`src/rtl/feistel_decrypt.sv`:
```
// ---------------------------------------------------------------------------
// feistel_decrypt
//   Sixteen-round Blowfish-style Feistel decryption engine. The P-array and
//   the four S-boxes live in two identical external synchronous SRAMs
//   (A and B). Each round takes three cycles (RD_P, F0, F1), so a decrypt
//   accepted in cycle 0 pulses done in cycle 50.
//
//   SRAM layout: S0 @ 0, S1 @ 256, S2 @ 512, S3 @ 768,
//                P[0..17] @ P_ARRAY_OFFSET .. P_ARRAY_OFFSET+17.
//
// Ports
//   clk, reset        clock, asynchronous active-high reset
//   start             decrypt request, honoured only in IDLE
//   L, R              ciphertext halves, captured when start is accepted
//   addr_a / addr_b   SRAM read addresses (0 whenever no read is issued)
//   data_a / data_b   SRAM read data, valid the cycle after the address
//   cs_*_l, we_*_l, oe_*_l   active-low SRAM controls (read-only usage)
//   resultL, resultR  plaintext halves, held until the next decrypt ends
//   done              one-cycle completion pulse
//   busy              high whenever the FSM is not in IDLE
// ---------------------------------------------------------------------------
module feistel_decrypt #(
  parameter int P_ARRAY_OFFSET = 4000
) (
  input  logic        clk,
  input  logic        reset,
  input  logic        start,
  input  logic [31:0] L,
  input  logic [31:0] R,
  output logic [11:0] addr_a,
  input  logic [31:0] data_a,
  output logic        cs_a_l,
  output logic        we_a_l,
  output logic        oe_a_l,
  output logic [11:0] addr_b,
  input  logic [31:0] data_b,
  output logic        cs_b_l,
  output logic        we_b_l,
  output logic        oe_b_l,
  output logic [31:0] resultL,
  output logic [31:0] resultR,
  output logic        done,
  output logic        busy
);

  localparam logic [11:0] P_BASE = 12'(P_ARRAY_OFFSET);

  typedef enum logic [2:0] {
    IDLE  = 3'd0,
    RD_P  = 3'd1,
    F0    = 3'd2,
    F1    = 3'd3,
    FINAL = 3'd4,
    DONE  = 3'd5
  } state_t;

  state_t      state_q, state_d;
  logic [3:0]  cnt_q, cnt_d;
  logic [31:0] lreg_q, lreg_d;
  logic [31:0] rreg_q, rreg_d;
  logic [31:0] fr_q, fr_d;
  logic [31:0] resl_q, resl_d;
  logic [31:0] resr_q, resr_d;

  // Left half after the P-word xor; used both as the stored value and,
  // combinationally, as the S0/S1 index source in the same cycle.
  logic [31:0] t_w;
  assign t_w = lreg_q ^ data_a;

  // Completes F = ((S0 + S1) ^ S2) + S3 and folds it into the right half.
  function automatic logic [31:0] round_mix(input logic [31:0] s01,
                                            input logic [31:0] s2,
                                            input logic [31:0] s3,
                                            input logic [31:0] rhalf);
    return rhalf ^ ((s01 ^ s2) + s3);
  endfunction

  // State register
  always_ff @(posedge clk or posedge reset) begin
    if (reset) begin
      state_q <= IDLE;
      cnt_q   <= '0;
      lreg_q  <= '0;
      rreg_q  <= '0;
      fr_q    <= '0;
      resl_q  <= '0;
      resr_q  <= '0;
    end else begin
      state_q <= state_d;
      cnt_q   <= cnt_d;
      lreg_q  <= lreg_d;
      rreg_q  <= rreg_d;
      fr_q    <= fr_d;
      resl_q  <= resl_d;
      resr_q  <= resr_d;
    end
  end

  // Next-state and datapath update
  always_comb begin
    state_d = state_q;
    cnt_d   = cnt_q;
    lreg_d  = lreg_q;
    rreg_d  = rreg_q;
    fr_d    = fr_q;
    resl_d  = resl_q;
    resr_d  = resr_q;
    case (state_q)
      IDLE: begin
        if (start) begin
          lreg_d  = L;
          rreg_d  = R;
          cnt_d   = '0;
          state_d = RD_P;
        end
      end
      RD_P: begin
        lreg_d  = t_w;
        state_d = F0;
      end
      F0: begin
        fr_d    = data_a + data_b;
        state_d = F1;
      end
      F1: begin
        // Swap halves while applying F to the old right half.
        lreg_d = round_mix(fr_q, data_a, data_b, rreg_q);
        rreg_d = lreg_q;
        if (cnt_q != 4'd15) begin
          cnt_d   = cnt_q + 4'd1;
          state_d = RD_P;
        end else begin
          state_d = FINAL;
        end
      end
      FINAL: begin
        // The last swap is undone here: P[0] (port B) whitens the right
        // register into resultL, P[1] (port A) the left into resultR.
        resl_d  = rreg_q ^ data_b;
        resr_d  = lreg_q ^ data_a;
        state_d = DONE;
      end
      DONE:    state_d = IDLE;
      default: state_d = IDLE;
    endcase
  end

  // Outputs: SRAM addressing and status
  always_comb begin
    cs_a_l = 1'b1;
    cs_b_l = 1'b1;
    addr_a = '0;
    addr_b = '0;
    case (state_q)
      IDLE: begin
        if (start) begin
          cs_a_l = 1'b0;
          addr_a = P_BASE + 12'd17;
        end
      end
      RD_P: begin
        cs_a_l = 1'b0;
        cs_b_l = 1'b0;
        addr_a = {4'b0, t_w[31:24]};
        addr_b = 12'd256 + {4'b0, t_w[23:16]};
      end
      F0: begin
        cs_a_l = 1'b0;
        cs_b_l = 1'b0;
        addr_a = 12'd512 + {4'b0, lreg_q[15:8]};
        addr_b = 12'd768 + {4'b0, lreg_q[7:0]};
      end
      F1: begin
        cs_a_l = 1'b0;
        if (cnt_q != 4'd15) begin
          addr_a = P_BASE + 12'd16 - {8'b0, cnt_q};
        end else begin
          cs_b_l = 1'b0;
          addr_a = P_BASE + 12'd1;
          addr_b = P_BASE;
        end
      end
      default: ;
    endcase
    // Reset must silence the ports immediately, even if start is high.
    if (reset) begin
      cs_a_l = 1'b1;
      cs_b_l = 1'b1;
      addr_a = '0;
      addr_b = '0;
    end
  end

  assign we_a_l  = 1'b1;
  assign we_b_l  = 1'b1;
  assign oe_a_l  = 1'b0;
  assign oe_b_l  = 1'b0;
  assign done    = (state_q == DONE) && !reset;
  assign busy    = (state_q != IDLE) && !reset;
  assign resultL = resl_q;
  assign resultR = resr_q;

endmodule

```
`config.mk`:
```
export PLATFORM = sky130hd
export DESIGN_NAME = feistel_decrypt
export DESIGN_NICKNAME = d
export VERILOG_FILES = /design/src/rtl/feistel_decrypt.sv
export SDC_FILE = /design/constraint.sdc
export NUM_CORES = 1
export LEC_CHECK = 0
export ABC_AREA = 0
export CORE_MARGIN = 2
export CORE_UTILIZATION = 40
export DETAILED_ROUTE_END_ITERATION = 8
export GPL_TIMING_DRIVEN = 0
export PLACE_DENSITY = 0.75
export SETUP_SLACK_MARGIN = 0.4
export SYNTH_ARGS = -nofsm -noshare
export SYNTH_HDL_FRONTEND = slang
export SYNTH_SLANG_ARGS = --single-unit
```
`constraint.sdc`:
```
create_clock -name clk -period 6.7 [get_ports clk]
set_input_delay 1.005 -clock clk [delete_from_list [all_inputs] [get_ports clk]]
set_output_delay 1.005 -clock clk [all_outputs]
set_load 0.05 [all_outputs]
```
==> run metrics <==
status finished with violations; violated checks capacitance limit, slew limit; CORE AREA 0.02793 mm2; fin nets roughly 1,800; vias in the first global route 10,887; GRT Overall Usage about 28%; min Tclk post-route 4.794 ns; first-pass GRT wire length 63,700 um; via/cell ratio 5.730; Die Width between 150 and 200 um; DRC 0; Initial Utilization approximately two fifths; most frequent cells in the layout clkdlybuf4s50_1, nor2_1, dfrtp_1; Max-slew headroom -1.420%; ANT cells 0; Ports approximately 230; multiplexer share of the synthesized area under 10%; Die Ht 173 um; Worst-Margin Slew approximately 1.5 ns; crit path launch type flop; area of the multi-input gates between 0.006 and 0.007 mm2; Reg2Reg Depth 13; Crit Path Class reg -> out; Peak VDD IR between 200 and 300 uV; Post-CTS Setup Repair Bufs 0; syn avg cell area between 8 and 9 um2; GP Congestion between 0.9 and 1; design area 0.01476 mm2; top_reg_cell synth dfrtp_1; Critical path origin state_q[2]; CTS root buf clkbuf_16; CTS tree built; Syn Inst Count around 1,300; Simple-Gate Fraction of Synth Area ~16%; CTS resizes 0; Critical Path Fanout Max 10; Seq/Total Area, Yosys a little over a third; placed cell areas approximately 0.014 mm2; TritonCTS Sinks 167; CTS Buf Count 17; Area growth, synth to finish 29.21%; Hold Crit Start fr_q[19]; H-Tree Depth 4; first-pass iteration count of the detailed router 6; CTS max path bufs 2; EDFF count, synth 0; dpl hpwl about 33,000 um; dpl cells roughly 1,900; pin count of the biggest net entering global routing 90; fmax about 210 MHz; Unique masters post-synth 67; DIE AREA 0.02993 mm2; Worst Path Arrival approximately 3.8 ns; final core utilization between 50% and 60%; r2r setup slk 3.17 ns; post-synth top area share between 30% and 40%; Non-Filler Instances between 1,500 and 2,000; antenna viol nets, final 0; initial antenna violation count 0; clk_lat worst skew around 0.44 ns; Rows 61; #FFs+latches synth 167; max-cap violations 1; commonest non-fill, non-tap cell in the layout clkdlybuf4s50_1; Hold Buf Count CTS 0; clk_skew 0.01185 ns; Yosys top cell by area dfrtp_1; setup violators final 0; CP required ~5.7 ns; Hold Path Sink fr_q[19]; 1st-iter DRT viols ~1,100; post-synthesis compound-gate area fraction between 20% and 30%; Syn. warnings 0; vias around 11,000; worst hold stages 2; global route total overflow 0; share of cells above drive strength 1 ~3.6%; reg2reg start fr_q[0]; RSZ-0062 raised after global routing no; RR Endpoint lreg_q[30]; P_leak 0.005956 uW; Fillers 2,676; Setup crit end kind output pin; Clock Pin Slew Worst Setup and Hold Paths around 0.070 ns; min-delay worst type reg -> reg; Reg area between 0.004 and 0.005 mm2; wirelength, routed approximately 42,000 um; routed length per instance 21.59 um; synthesized area ~0.011 mm2; xor/xnor share of the synthesized area 14.49%; Fin. Hold Viols 0; Period Utilization, post-route between 70% and 80%; P per Cell Area ~440 mW/mm2; largest family of logic cells by synthesized area compound AO/OA/AOI/OAI gates; Post-Synth Adder-Cell Area approximately 7.9%; total negative slack 0 ns; Async SR Flop Fraction 100.0%; fin. max-slew vios 7; Synth area leaders dfrtp_1, xnor2_1, ha_1; PortBufs 222
worst max-delay path, cell delays in order, from the launching register on:
cell and delay, ns:
dfrtp_1 0.36, clkbuf_1 0.20, nor2b_1 0.27, and2_1 0.17
clkbuf_1 0.43, buf_1 0.58, a31oi_1 0.18, a21oi_1 0.31
clkdlybuf4s50_1 0.87
through the flow:
step           hold WS (ns)  power [uW]  setup WS [ns]
4_1_cts              0.5049        6434          2.041
6_report             0.5018        6520          1.906
3_3_place_gp         0.4802        5309         -1.501
5_1_grt              0.5315        6885          1.815
2_1_floorplan        0.4656        4266          1.177
3_5_place_dp         0.4898        5379          2.046
flip-flops by register name, indices dropped and copies added, names as in the netlist:
name	count
lreg_q	32
rreg_q	32
fr_q	32
state_q	3
cnt_q	4
resultR	32
resultL	32
final cells by class:
type	instances	share of cell area, %
inverter	19	0.5340
tap	378	3.204
buffer	67	1.899
sequential	167	28.31
timing repair buffer	223	15.24
clock buffer	23	3.238
clock inverter	8	0.8222
multi-input combinational	1072	46.75
Yosys cell counts (7+ instances only):
master      n
nor2_1    184
nor2b_1    10
xor2_1     68
mux2i_1    13
o211ai_1    7
clkbuf_1   47
nand3_1    21
inv_1      19
o221ai_1   12
o21ai_1    14
nand2b_1   14
buf_4       7
a21o_1     27
o21ai_0    72
buf_1      11
or3_1      10
o22ai_1    32
ha_1       69
nor3_1     12
xnor2_1   121
a31oi_1    12
and3_1      8
dfrtp_1   167
nand4_1    10
nand2_1   112
a21oi_1   150
a221oi_1   13
layer usage:
| layer | part of all wire [%] | track usage [%] | vias up |
|---|---|---|---|
| met5 | 0 | 0 | - |
| met4 | 3.1 | 8.863 | 0 |
| met3 | 9.1 | 4.815 | 81 |
| met2 | 45 | 44.08 | 595 |
| met1 | 43 | 37.89 | 5384 |
| li1 | - | - | 5154 |
worst max-delay path by stage:
| stage | endpoint | slack [ns] | cells past startpoint |
|---|---|---|---|
| CTS | addr_a[4] | 2.04 | 8 |
| finish | addr_a[4] | 1.91 | 8 |
| floorplan | cnt_q[0] | 1.18 | 1 |
| global placement | resultL[18] | -1.50 | 2 |
| global route | addr_a[4] | 1.82 | 8 |
| detailed placement | fr_q[28] | 2.05 | 13 |
power breakdown:
| part | leakage (uW) | internal [uW] | total [uW] | switching (uW) |
|---|---|---|---|---|
| sequential | 0.00182 | 1340 | 1720 | 380 |
| combinational | 0.00384 | 1480 | 3760 | 2280 |
| clock | 0.000293 | 614 | 1040 | 429 |
| total | 0.00596 | 3430 | 6520 | 3090 |
cells by family (layout without fill, tap and decap cells):
kind of cell / count (synthesis) / in the layout
AOI/OAI and AO/OA: 386 / 386
adders and majority gates: 71 / 71
xor gates and xnor gates: 189 / 189
muxes: 19 / 19
buffers and inverters: 86 / 340
and+or+nand+nor: 403 / 403
DFF: 167 / 167
other: 2 / 4
Note: power is estimated with default switching activity, not from simulation.
